$ cat config.mk
export PLATFORM = sky130hd
export DESIGN_NAME = qspi_xip_ctrl_flat
export DESIGN_NICKNAME = d
export VERILOG_FILES = /design/src/rtl/qspi_xip_ctrl_if.sv /design/src/rtl/qspi_xip_ctrl.sv /design/src/flat_wrapper.sv
export SDC_FILE = /design/constraint.sdc
export NUM_CORES = 1
export LEC_CHECK = 0
export ABC_CLOCK_PERIOD_IN_PS = 7430
export CORE_MARGIN = 5
export CORE_UTILIZATION = 35
export CTS_BUF_LIST = sky130_fd_sc_hd__clkbuf_8
export CTS_CLUSTER_DIAMETER = 50
export DETAILED_ROUTE_END_ITERATION = 8
export GPL_TIMING_DRIVEN = 0
export PLACE_DENSITY_LB_ADDON = 0.2
export SLEW_MARGIN = 25
export SYNTH_ARGS = -nofsm -noshare
export SYNTH_HDL_FRONTEND = slang
export SYNTH_SLANG_ARGS = --single-unit
$ cat constraint.sdc
create_clock -name clk_i -period 7.43 [get_ports clk_i]
set_clock_uncertainty 0.2 [all_clocks]
set_input_delay 1.1145 -clock clk_i [delete_from_list [all_inputs] [get_ports clk_i]]
set_output_delay 1.1145 -clock clk_i [all_outputs]
set_load 0.03 [all_outputs]
$ cat src/rtl/qspi_xip_ctrl_if.sv
// Fetch, response, host and master register-bus signals of the XIP sequencer.
interface qspi_xip_ctrl_if;
    logic        req_valid_i;
    logic [23:0] req_addr_i;
    logic        req_ready_o;
    logic        rsp_valid_o;
    logic [31:0] rsp_data_o;
    logic        rsp_err_o;
    logic        host_write_i;
    logic [3:0]  host_be_i;
    logic [5:0]  host_addr_i;
    logic [31:0] host_wdata_i;
    logic [31:0] host_rdata_o;
    logic        host_stall_o;
    logic        m_write_o;
    logic [3:0]  m_be_o;
    logic [5:0]  m_addr_o;
    logic [31:0] m_wdata_o;
    logic [31:0] m_rdata_i;

    // Sequencer view.
    modport slave (
        input  req_valid_i, req_addr_i, host_write_i, host_be_i, host_addr_i,
               host_wdata_i, m_rdata_i,
        output req_ready_o, rsp_valid_o, rsp_data_o, rsp_err_o, host_rdata_o,
               host_stall_o, m_write_o, m_be_o, m_addr_o, m_wdata_o
    );

    // Environment view: fetch unit, host and QSPI master together.
    modport master (
        output req_valid_i, req_addr_i, host_write_i, host_be_i, host_addr_i,
               host_wdata_i, m_rdata_i,
        input  req_ready_o, rsp_valid_o, rsp_data_o, rsp_err_o, host_rdata_o,
               host_stall_o, m_write_o, m_be_o, m_addr_o, m_wdata_o
    );
endinterface

$ cat src/rtl/qspi_xip_ctrl.sv
// Execute-in-place read sequencer: turns a 24-bit fetch into the QSPI master
// register sequence ADR write, CCR start write, STA busy/idle poll, DR read.
module qspi_xip_ctrl #(
    parameter logic [5:0]  PRESCALER = 6'd1,
    parameter logic [7:0]  READ_CMD  = 8'h6B,
    parameter logic [1:0]  DATA_MODE = 2'b11,
    parameter logic [4:0]  DUMMY     = 5'd4,
    parameter logic [15:0] TIMEOUT   = 16'd4095
) (
    input logic             clk_i,
    input logic             rst_ni,
    qspi_xip_ctrl_if.slave  bus
);

    localparam int unsigned AW = 6;
    localparam int unsigned DW = 32;
    localparam int unsigned CW = 16;

    localparam logic [AW-1:0] ADDR_CCR = AW'(0);
    localparam logic [AW-1:0] ADDR_ADR = AW'(4);
    localparam logic [AW-1:0] ADDR_DR  = AW'(8);
    localparam logic [AW-1:0] ADDR_STA = AW'(40);

    // Start bit, divider, 4-byte transfer size, dummy count, read, mode, opcode.
    localparam logic [DW-1:0] CCR_WORD = {1'b1, PRESCALER, 4'b0000, 5'd3, DUMMY,
                                          1'b0, DATA_MODE, READ_CMD};

    typedef enum logic [2:0] {
        IDLE, WR_ADR, WR_CCR, WAIT_BUSY, POLL, RD_DR, RESP
    } state_e;

    state_e        state_q;
    logic          ph_q;          // 0: address cycle, 1: sample cycle of a read
    logic [CW-1:0] cnt_q;
    logic          ready_q;
    logic          rsp_valid_q;
    logic          rsp_err_q;
    logic [DW-1:0] rsp_data_q;
    logic          seq_write_q;
    logic [3:0]    seq_be_q;
    logic [AW-1:0] seq_addr_q;
    logic [DW-1:0] seq_wdata_q;

    logic          idle;
    logic          accept;
    logic          sta_idle;
    logic [CW-1:0] cnt_d;
    logic          timed_out;

    // Saturating timeout count and per-cycle decision terms.
    always_comb begin
        idle      = (state_q == IDLE);
        accept    = ready_q & ~bus.host_write_i & bus.req_valid_i;
        sta_idle  = (bus.m_rdata_i == DW'(1));
        cnt_d     = (cnt_q == {CW{1'b1}}) ? cnt_q : cnt_q + CW'(1);
        timed_out = (cnt_d >= TIMEOUT);
    end

    // Sequencer FSM with registered master-bus drive and response.
    always_ff @(posedge clk_i or negedge rst_ni) begin
        if (!rst_ni) begin
            state_q     <= IDLE;
            ph_q        <= 1'b0;
            cnt_q       <= '0;
            ready_q     <= 1'b0;
            rsp_valid_q <= 1'b0;
            rsp_err_q   <= 1'b0;
            rsp_data_q  <= '0;
            seq_write_q <= 1'b0;
            seq_be_q    <= '0;
            seq_addr_q  <= '0;
            seq_wdata_q <= '0;
        end else begin
            rsp_valid_q <= 1'b0;
            case (state_q)
                IDLE: begin
                    if (accept) begin
                        state_q     <= WR_ADR;
                        ready_q     <= 1'b0;
                        seq_write_q <= 1'b1;
                        seq_be_q    <= 4'hF;
                        seq_addr_q  <= ADDR_ADR;
                        seq_wdata_q <= {8'h00, bus.req_addr_i};
                    end else begin
                        ready_q <= 1'b1;
                    end
                end
                WR_ADR: begin
                    state_q     <= WR_CCR;
                    seq_addr_q  <= ADDR_CCR;
                    seq_wdata_q <= CCR_WORD;
                end
                WR_CCR: begin
                    state_q     <= WAIT_BUSY;
                    seq_write_q <= 1'b0;
                    seq_be_q    <= '0;
                    seq_addr_q  <= ADDR_STA;
                    seq_wdata_q <= '0;
                    cnt_q       <= '0;
                    ph_q        <= 1'b0;
                end
                WAIT_BUSY, POLL: begin
                    cnt_q <= cnt_d;
                    ph_q  <= ~ph_q;
                    if (timed_out) begin
                        state_q     <= RESP;
                        rsp_valid_q <= 1'b1;
                        rsp_err_q   <= 1'b1;
                        rsp_data_q  <= '0;
                        seq_addr_q  <= '0;
                    end else if (ph_q) begin
                        // WAIT_BUSY ignores the stale idle left from before the start write.
                        if (state_q == WAIT_BUSY && !sta_idle) begin
                            state_q <= POLL;
                        end else if (state_q == POLL && sta_idle) begin
                            state_q    <= RD_DR;
                            seq_addr_q <= ADDR_DR;
                        end
                    end
                end
                RD_DR: begin
                    ph_q <= ~ph_q;
                    if (ph_q) begin
                        state_q     <= RESP;
                        rsp_valid_q <= 1'b1;
                        rsp_err_q   <= 1'b0;
                        rsp_data_q  <= bus.m_rdata_i;
                        seq_addr_q  <= '0;
                    end
                end
                RESP: begin
                    state_q <= IDLE;
                    ready_q <= 1'b1;
                end
                default: begin
                    state_q <= IDLE;
                end
            endcase
        end
    end

    // Master bus ownership: host in IDLE, sequencer otherwise; stalled host writes are dropped.
    always_comb begin
        bus.req_ready_o  = idle & ready_q & ~bus.host_write_i;
        bus.host_stall_o = ~idle & bus.host_write_i;
        bus.host_rdata_o = bus.m_rdata_i;
        bus.rsp_valid_o  = rsp_valid_q;
        bus.rsp_err_o    = rsp_err_q;
        bus.rsp_data_o   = rsp_data_q;
        bus.m_write_o    = idle ? bus.host_write_i : seq_write_q;
        bus.m_be_o       = idle ? bus.host_be_i    : seq_be_q;
        bus.m_addr_o     = idle ? bus.host_addr_i  : seq_addr_q;
        bus.m_wdata_o    = idle ? bus.host_wdata_i : seq_wdata_q;
    end

endmodule

$ cat src/flat_wrapper.sv
// flat-port wrapper written by rule: the top's interface ports become plain ports
module qspi_xip_ctrl_flat 
#(
    parameter logic [5:0]  PRESCALER = 6'd1,
    parameter logic [7:0]  READ_CMD  = 8'h6B,
    parameter logic [1:0]  DATA_MODE = 2'b11,
    parameter logic [4:0]  DUMMY     = 5'd4,
    parameter logic [15:0] TIMEOUT   = 16'd4095
)
  (clk_i, rst_ni, bus_req_valid_i, bus_req_addr_i, bus_host_write_i, bus_host_be_i, bus_host_addr_i, bus_host_wdata_i, bus_m_rdata_i, bus_req_ready_o, bus_rsp_valid_o, bus_rsp_data_o, bus_rsp_err_o, bus_host_rdata_o, bus_host_stall_o, bus_m_write_o, bus_m_be_o, bus_m_addr_o, bus_m_wdata_o);
  qspi_xip_ctrl_if bus_i ();
  input logic clk_i;
  input logic rst_ni;
  input wire logic [$bits(bus_i.req_valid_i)-1:0] bus_req_valid_i;
  input wire logic [$bits(bus_i.req_addr_i)-1:0] bus_req_addr_i;
  input wire logic [$bits(bus_i.host_write_i)-1:0] bus_host_write_i;
  input wire logic [$bits(bus_i.host_be_i)-1:0] bus_host_be_i;
  input wire logic [$bits(bus_i.host_addr_i)-1:0] bus_host_addr_i;
  input wire logic [$bits(bus_i.host_wdata_i)-1:0] bus_host_wdata_i;
  input wire logic [$bits(bus_i.m_rdata_i)-1:0] bus_m_rdata_i;
  output wire logic [$bits(bus_i.req_ready_o)-1:0] bus_req_ready_o;
  output wire logic [$bits(bus_i.rsp_valid_o)-1:0] bus_rsp_valid_o;
  output wire logic [$bits(bus_i.rsp_data_o)-1:0] bus_rsp_data_o;
  output wire logic [$bits(bus_i.rsp_err_o)-1:0] bus_rsp_err_o;
  output wire logic [$bits(bus_i.host_rdata_o)-1:0] bus_host_rdata_o;
  output wire logic [$bits(bus_i.host_stall_o)-1:0] bus_host_stall_o;
  output wire logic [$bits(bus_i.m_write_o)-1:0] bus_m_write_o;
  output wire logic [$bits(bus_i.m_be_o)-1:0] bus_m_be_o;
  output wire logic [$bits(bus_i.m_addr_o)-1:0] bus_m_addr_o;
  output wire logic [$bits(bus_i.m_wdata_o)-1:0] bus_m_wdata_o;
  assign bus_i.req_valid_i = bus_req_valid_i;
  assign bus_i.req_addr_i = bus_req_addr_i;
  assign bus_i.host_write_i = bus_host_write_i;
  assign bus_i.host_be_i = bus_host_be_i;
  assign bus_i.host_addr_i = bus_host_addr_i;
  assign bus_i.host_wdata_i = bus_host_wdata_i;
  assign bus_i.m_rdata_i = bus_m_rdata_i;
  assign bus_req_ready_o = bus_i.req_ready_o;
  assign bus_rsp_valid_o = bus_i.rsp_valid_o;
  assign bus_rsp_data_o = bus_i.rsp_data_o;
  assign bus_rsp_err_o = bus_i.rsp_err_o;
  assign bus_host_rdata_o = bus_i.host_rdata_o;
  assign bus_host_stall_o = bus_i.host_stall_o;
  assign bus_m_write_o = bus_i.m_write_o;
  assign bus_m_be_o = bus_i.m_be_o;
  assign bus_m_addr_o = bus_i.m_addr_o;
  assign bus_m_wdata_o = bus_i.m_wdata_o;
  qspi_xip_ctrl #(.PRESCALER(PRESCALER), .READ_CMD(READ_CMD), .DATA_MODE(DATA_MODE), .DUMMY(DUMMY), .TIMEOUT(TIMEOUT)) u_core (.clk_i(clk_i), .rst_ni(rst_ni), .bus(bus_i));
endmodule
==> results of run 1 <==
==> cell type report <==
| type | count | share of cell area |
|---|---|---|
| Sequential cell | 84 | 0.281 |
| Inverter | 8 | 0.00402 |
| Tap cell | 180 | 0.0301 |
| Clock buffer | 9 | 0.0166 |
| Clock inverter | 7 | 0.0126 |
| Multi-Input combinational cell | 400 | 0.309 |
| Timing Repair Buffer | 213 | 0.288 |
| Buffer | 66 | 0.0581 |
==> Yosys cell counts, drive strengths merged, types with 2 or more instances <==
cell type    instances  area share
nor4                 8       0.013
o31ai                3      0.0046
a21oi               13       0.016
nor4b                2      0.0049
nor3                 9      0.0092
o21ai               53       0.055
clkbuf              22       0.017
buf                 42       0.068
a22oi               12       0.018
o211ai              11       0.017
a21o                10       0.016
nand2              142        0.11
dlygate4sd3          2      0.0041
xor2                 2      0.0036
and2                11       0.014
a22o                32       0.058
nand4                9       0.015
dfrtp               84        0.43
inv                  7      0.0054
and4                 3      0.0057
nor2b                5      0.0064
and3                 4      0.0051
nor2                19       0.015
o22ai                2      0.0026
nand3               14       0.015
xnor2                3      0.0054
a31oi                7      0.0090
o21a                 4      0.0062
a311oi               2      0.0049
==> power breakdown <==
part | internal [mW] | total [mW] | switching (mW)
sequential | 0.634 | 0.748 | 0.114
clock | 0.189 | 0.362 | 0.173
combinational | 0.711 | 1.77 | 1.06
==> through the flow <==
stage,setup WS [ns],instance area (um2),hold WS (ns)
detailed placement,3.46,7250,0.271
global route,2.77,7470,0.315
CTS,3.03,7470,0.292
finish,3.04,7470,0.286
global placement,2.01,7220,0.266
floorplan,4.26,4870,0.250
==> metal layers <==
layer  up-vias  share of wire  GRT usage
met5         -              0          0
met4         0          0.019     0.0674
met3        24          0.069     0.0421
met2       177           0.50      0.320
met1      2366           0.41      0.234
li1       2401              -          -
==> registers in the layout (all words and copies together) (netlist names) <==
name                    flops
u_core.ph_q                 1
u_core.ready_q              1
u_core.cnt_q               16
u_core.bus.rsp_valid_o      1
u_core.seq_be_q             1
u_core.seq_wdata_q         25
u_core.bus.rsp_err_o        1
u_core.state_q              3
u_core.seq_addr_q           3
u_core.bus.rsp_data_o      32
==> path summary, 6_finish.rpt <==
path,startpoint,end,slack (ns),depth (start not counted)
min,u_core.seq_wdata_q[14]$_DFFE_PN0P_,u_core.seq_wdata_q[14]$_DFFE_PN0P_,0.29,2
min in group asynchronous,rst_ni,u_core.seq_wdata_q[19]$_DFFE_PN0P_,0.34,1
max in group asynchronous,rst_ni,u_core.bus.rsp_err_o$_DFFE_PN0P_,6.14,2
max reg2reg,u_core.cnt_q[0]$_DFFE_PN0P_,u_core.bus.rsp_data_o[21]$_DFFE_PN0P_,4.18,9
min reg2reg,u_core.seq_wdata_q[14]$_DFFE_PN0P_,u_core.seq_wdata_q[14]$_DFFE_PN0P_,0.29,2
max,u_core.state_q[1]$_DFFE_PN0P_,bus_m_wdata_o[19],3.04,6
==> tightest hold or removal path, cell delays in order (launching register included) <==
cell	delay, ns
dfrtp_1	0.35
nand2_1	0.05
o21ai_0	0.06
==> cell families (layout without fill, tap and decap cells) <==
family | after synthesis | in the layout | share of synthesized area
buffers and inverters | 74 | 303 | 0.0953
adders and majority gates | 1 | 1 | 0.00257
and+or+nand+nor | 231 | 231 | 0.221
AOI/OAI and AO/OA | 161 | 161 | 0.236
DFF | 84 | 84 | 0.431
muxes | 2 | 2 | 0.00437
xor gates and xnor gates | 5 | 5 | 0.00899
==> impl_metrics.toml, run 1 <==
[run_status]
status = "finished clean"

[synthesis]
ys_seq_area_frac = 0.431
async_reset_ff_frac = 1.00
syn_area_per_cell_um2 = 8.73
synth_flop_cell = "dfrtp_1"
syn-instance-count = 558
synth_cell_types = 64
synth_seq_cells = 84
synthesis.nets = 661
synth-edff-count = 0
syn_area_mm2 = 0.00487
yosysWarnings = 0

[setup_path]
cp.required_ns = 6.12
path_buf_inv = 3
crit_path_start_kind = "flop"
slowest_stage = "nor3_2"
cp_max_fo = 10
max_stage_delay_ns = 0.71
path_class = "reg -> out"
critPathTopFamily = "buffers and inverters"
cp.arrival_ns = 3.07
worstSetupEndpointType = "primary output"
path_cells = "clkbuf_1 -> nor3_2 -> clkbuf_1 -> nand2_1 -> nand2_1 -> clkdlybuf4s50_1"

[grt]
grt_use_total = 0.188
grt_pass1_vias = 4905
overflow = 0
antenna_found_initial = 0
grt_max_degree = 76
grt_pass1_wl_mm = 25.0

[route]
post_drt_via_cell_ratio = 5.14
drt_first_pass_iters = 5
drc = 0
route.vias.total = 4968
wire_per_inst_um = 16.3
routed_wl_mm = 15.8
ant_nets = 0
drtIter0Drc = 341

[timing]
finalCriticalPeriod_ns = 4.39
finalHoldViolations = 0
fin_tns_setup_ns = 0
max_freq_mhz = 228
timing.final.crit_share = 0.591
worstMarginPinSlew_ns = 0.823
max_slew_margin = 0.447
grt_setup_unrepaired = "false"
drv_slew = 0
setup_viol = 0

[die]
die_w_um = 128
io_pins = 213
dieArea_mm2 = 0.0164
die_h_um = 128
rows = 43
core_area_mm2 = 0.0138
start_util = 0.354

[finish]
final_common_cell = "clkdlybuf4s50_1"
drive_above_1_share = 0.0953
area_growth_syn_to_layout_pct = 53.3
fill_cells = 1281
diodes = 0
fin_util = 0.542
multi_input_area_mm2 = 0.00231
finalNonFillerCells = 967
final_cell_mix = "clkdlybuf4s50_1 (211), nand2_1 (141), dfrtp_1 (84)"
regArea_mm2 = 0.00210
nNetsFinal = 885

[power_and_ir_drop]
finalPower_mw = 2.88
p_per_area_mw_per_mm2 = 385
ir_worst_vdd_mv = 0.247
p_leak_nw = 3.28

[clock_tree]
cts_htree_levels = 3
clk_latency_ns = 0.37
cts.path.max_buffers = 2
clk_pin_slew_worst_paths_ns = 0.09
cts_tree = "done"
cts_num_sinks = 84
ctsHoldBuffers = 0
root_buffer = "clkbuf_8"
cts_resized = 0
cts_setup_buffers = 0
cts_buffers = 9

[place]
dp_cells = 951
gp_congestion = 0.868
port_buffers = 212
hpwlAfterDp_mm = 12.3

[min_path]
min_path_type = "reg -> reg"

[job]
max_cap_violations = 0
(Power assumes the default switching activity.)
==> run 2, diff against run 1 <==
ABC_CLOCK_PERIOD_IN_PS = 3660   (was 7430)
clock period = 3.66 ns   (was 7.43 ns; I/O delays follow)
==> run 2 against run 1 <==
Effect of this change:
- cell count up 0.31%
- via count up 0.34%
- total power up 100%
- clock power rose by 100%
==> impl_metrics.toml, run 2 (same netlist as run 1, synthesis figures left out) <==
[route]
routed_wl_mm = 15.8
drt_first_pass_iters = 4
post_drt_via_cell_ratio = 5.14
drc = 0
ant_nets = 0
wire_per_inst_um = 16.2
route.vias.total = 4985
drtIter0Drc = 276

[die]
core_area_mm2 = 0.0138
rows = 43
die_w_um = 128
die_h_um = 128
start_util = 0.354
dieArea_mm2 = 0.0164
io_pins = 213

[finish]
diodes = 0
final_common_cell = "clkdlybuf4s50_1"
drive_above_1_share = 0.104
fin_util = 0.545
final_cell_mix = "clkdlybuf4s50_1 (211), nand2_1 (141), dfrtp_1 (84)"
fill_cells = 1275
nNetsFinal = 888
largest_register_ff_count = 32
area_growth_syn_to_layout_pct = 54.1

[power_and_ir_drop]
clkPwrFrac = 0.125
p_int_mw = 3.13
p_per_area_mw_per_mm2 = 781
finalPower_mw = 5.86
sw_frac_of_total = 0.466
p_leak_nw = 3.31
ir_worst_vdd_mv = 0.501
seq_power_share = 0.259
switching_power_mw = 2.73
comb_power_share = 0.616

[setup_path]
cp.arrival_ns = 2.72
crit_path_start_kind = "flop"
critPathTopFamily = "buffers and inverters"
max_stage_delay_ns = 0.67
path_cells = "clkbuf_1 -> nor3_4 -> clkbuf_1 -> nand2_1 -> nand2_1 -> clkdlybuf4s50_1"
reg2reg_from = "u_core.cnt_q[0]$_DFFE_PN0P_"
path_buf_inv = 3
slowest_stage = "clkdlybuf4s50_1"
worst-r2r-setup-slack_ns = 0.42
critPathLaunch = "u_core.state_q[1]$_DFFE_PN0P_"
cp.required_ns = 2.91
path_class = "reg -> out"
worstSetupEndpointType = "primary output"
cp_max_fo = 10

[grt]
grt_use_total = 0.187
grt_pass1_vias = 4902
antenna_found_initial = 0
grt_pass1_wl_mm = 24.9
grt_max_degree = 76
overflow = 0

[timing]
finalCriticalPeriod_ns = 3.47
timing.final.crit_share = 0.949
finalHoldViolations = 0
holdWs_ns = 0.286
worstMarginPinSlew_ns = 0.861
setup_viol = 0
max_slew_margin = 0.422
setup_ws_ns = 0.186
max_freq_mhz = 288
drv_slew = 0
grt_setup_unrepaired = "false"

[place]
hpwlAfterDp_mm = 12.3
place_worst_setup_slack_ns = 0.256
port_buffers = 212
gp_congestion = 0.868

[job]
max_cap_violations = 0

[clock_tree]
cts_tree = "done"
cts_buffers = 9
clk_pin_slew_worst_paths_ns = 0.08
cts.path.max_buffers = 2
root_buffer = "clkbuf_8"
cts_num_sinks = 84
cts_htree_levels = 3
clk_latency_ns = 0.37

[run_status]
status = "finished clean"

[min_path]
min-delay-start = "u_core.seq_wdata_q[14]$_DFFE_PN0P_"
min_path_type = "reg -> reg"
run 2: cell count changes in the layout (fill, tap and decap cells not counted):
cell | previous run | this run
clkbuf_1 | 21 | 16
clkbuf_2 | 1 | 6
buf_4 | 34 | 36
dlygate4sd3_1 | 2 | 3
nor3_2 | 1 | 0
nor3_4 | 0 | 1
run 2: per-stage QoR:
step           setup TNS, ns  cell area (um2)  instances
3_3_place_gp         -100.99             7220        950
5_1_grt                    0             7510        970
6_report                   0             7510        970
3_5_place_dp               0             7250        951
4_1_cts                    0             7490        968
2_1_floorplan              0             4870        558
run 2: layer usage:
layer  vias up  track usage  share of wire
met5         -            0              0
met1      2384        0.231           0.42
li1       2403            -              -
met4         0       0.0674          0.020
met2       174        0.320           0.50
met3        24       0.0433          0.068
run 2: what timing repair did:
action / CTS / global route
hold buffers: 1 / 0
buffers inserted: 0 / 2
resized for setup: 2 / 8
hold endpoints to repair: 9 / 0
setup endpoints to repair: 31 / 29
pin swaps: 0 / 1
run 2: path summary, 6_finish.rpt:
| path | to | cells after the start |
|---|---|---|
| worst min-delay path | u_core.seq_wdata_q[14]$_DFFE_PN0P_ | 2 |
| min in group asynchronous | u_core.seq_wdata_q[19]$_DFFE_PN0P_ | 2 |
| max in group asynchronous | u_core.seq_wdata_q[3]$_DFFE_PN0P_ | 3 |
| worst max-delay path | bus_m_wdata_o[13] | 6 |
| worst min register to register | u_core.seq_wdata_q[14]$_DFFE_PN0P_ | 2 |
| worst max register to register | u_core.bus.rsp_data_o[2]$_DFFE_PN0P_ | 9 |
run 2: cell type report:
cell class / instances / area (um2) / area share
Buffer: 66 / 440 / 0.0587
Clock inverter: 7 / 93.8 / 0.0125
Timing Repair Buffer: 216 / 2180 / 0.290
Multi-Input combinational cell: 400 / 2320 / 0.309
Sequential cell: 84 / 2100 / 0.280
Clock buffer: 9 / 124 / 0.0165
Inverter: 8 / 30.0 / 0.00400
Tap cell: 180 / 225 / 0.0300
run 2: power by group through the flow:
stage | Clock, mW | Combinational [mW] | Sequential, mW
after floorplan | 0 | 1.84 | 1.83
after global placement | 0 | 3.56 | 1.52
after detailed placement | 0 | 3.62 | 1.54
after CTS | 0.754 | 3.64 | 1.52
after global routing | 0.788 | 3.88 | 1.57
final | 0.732 | 3.61 | 1.52
run 2: worst min-delay path, cell delays in order (launching register included):
cell	delay [ns]
dfrtp_1	0.35
nand2_1	0.05
o21ai_0	0.06
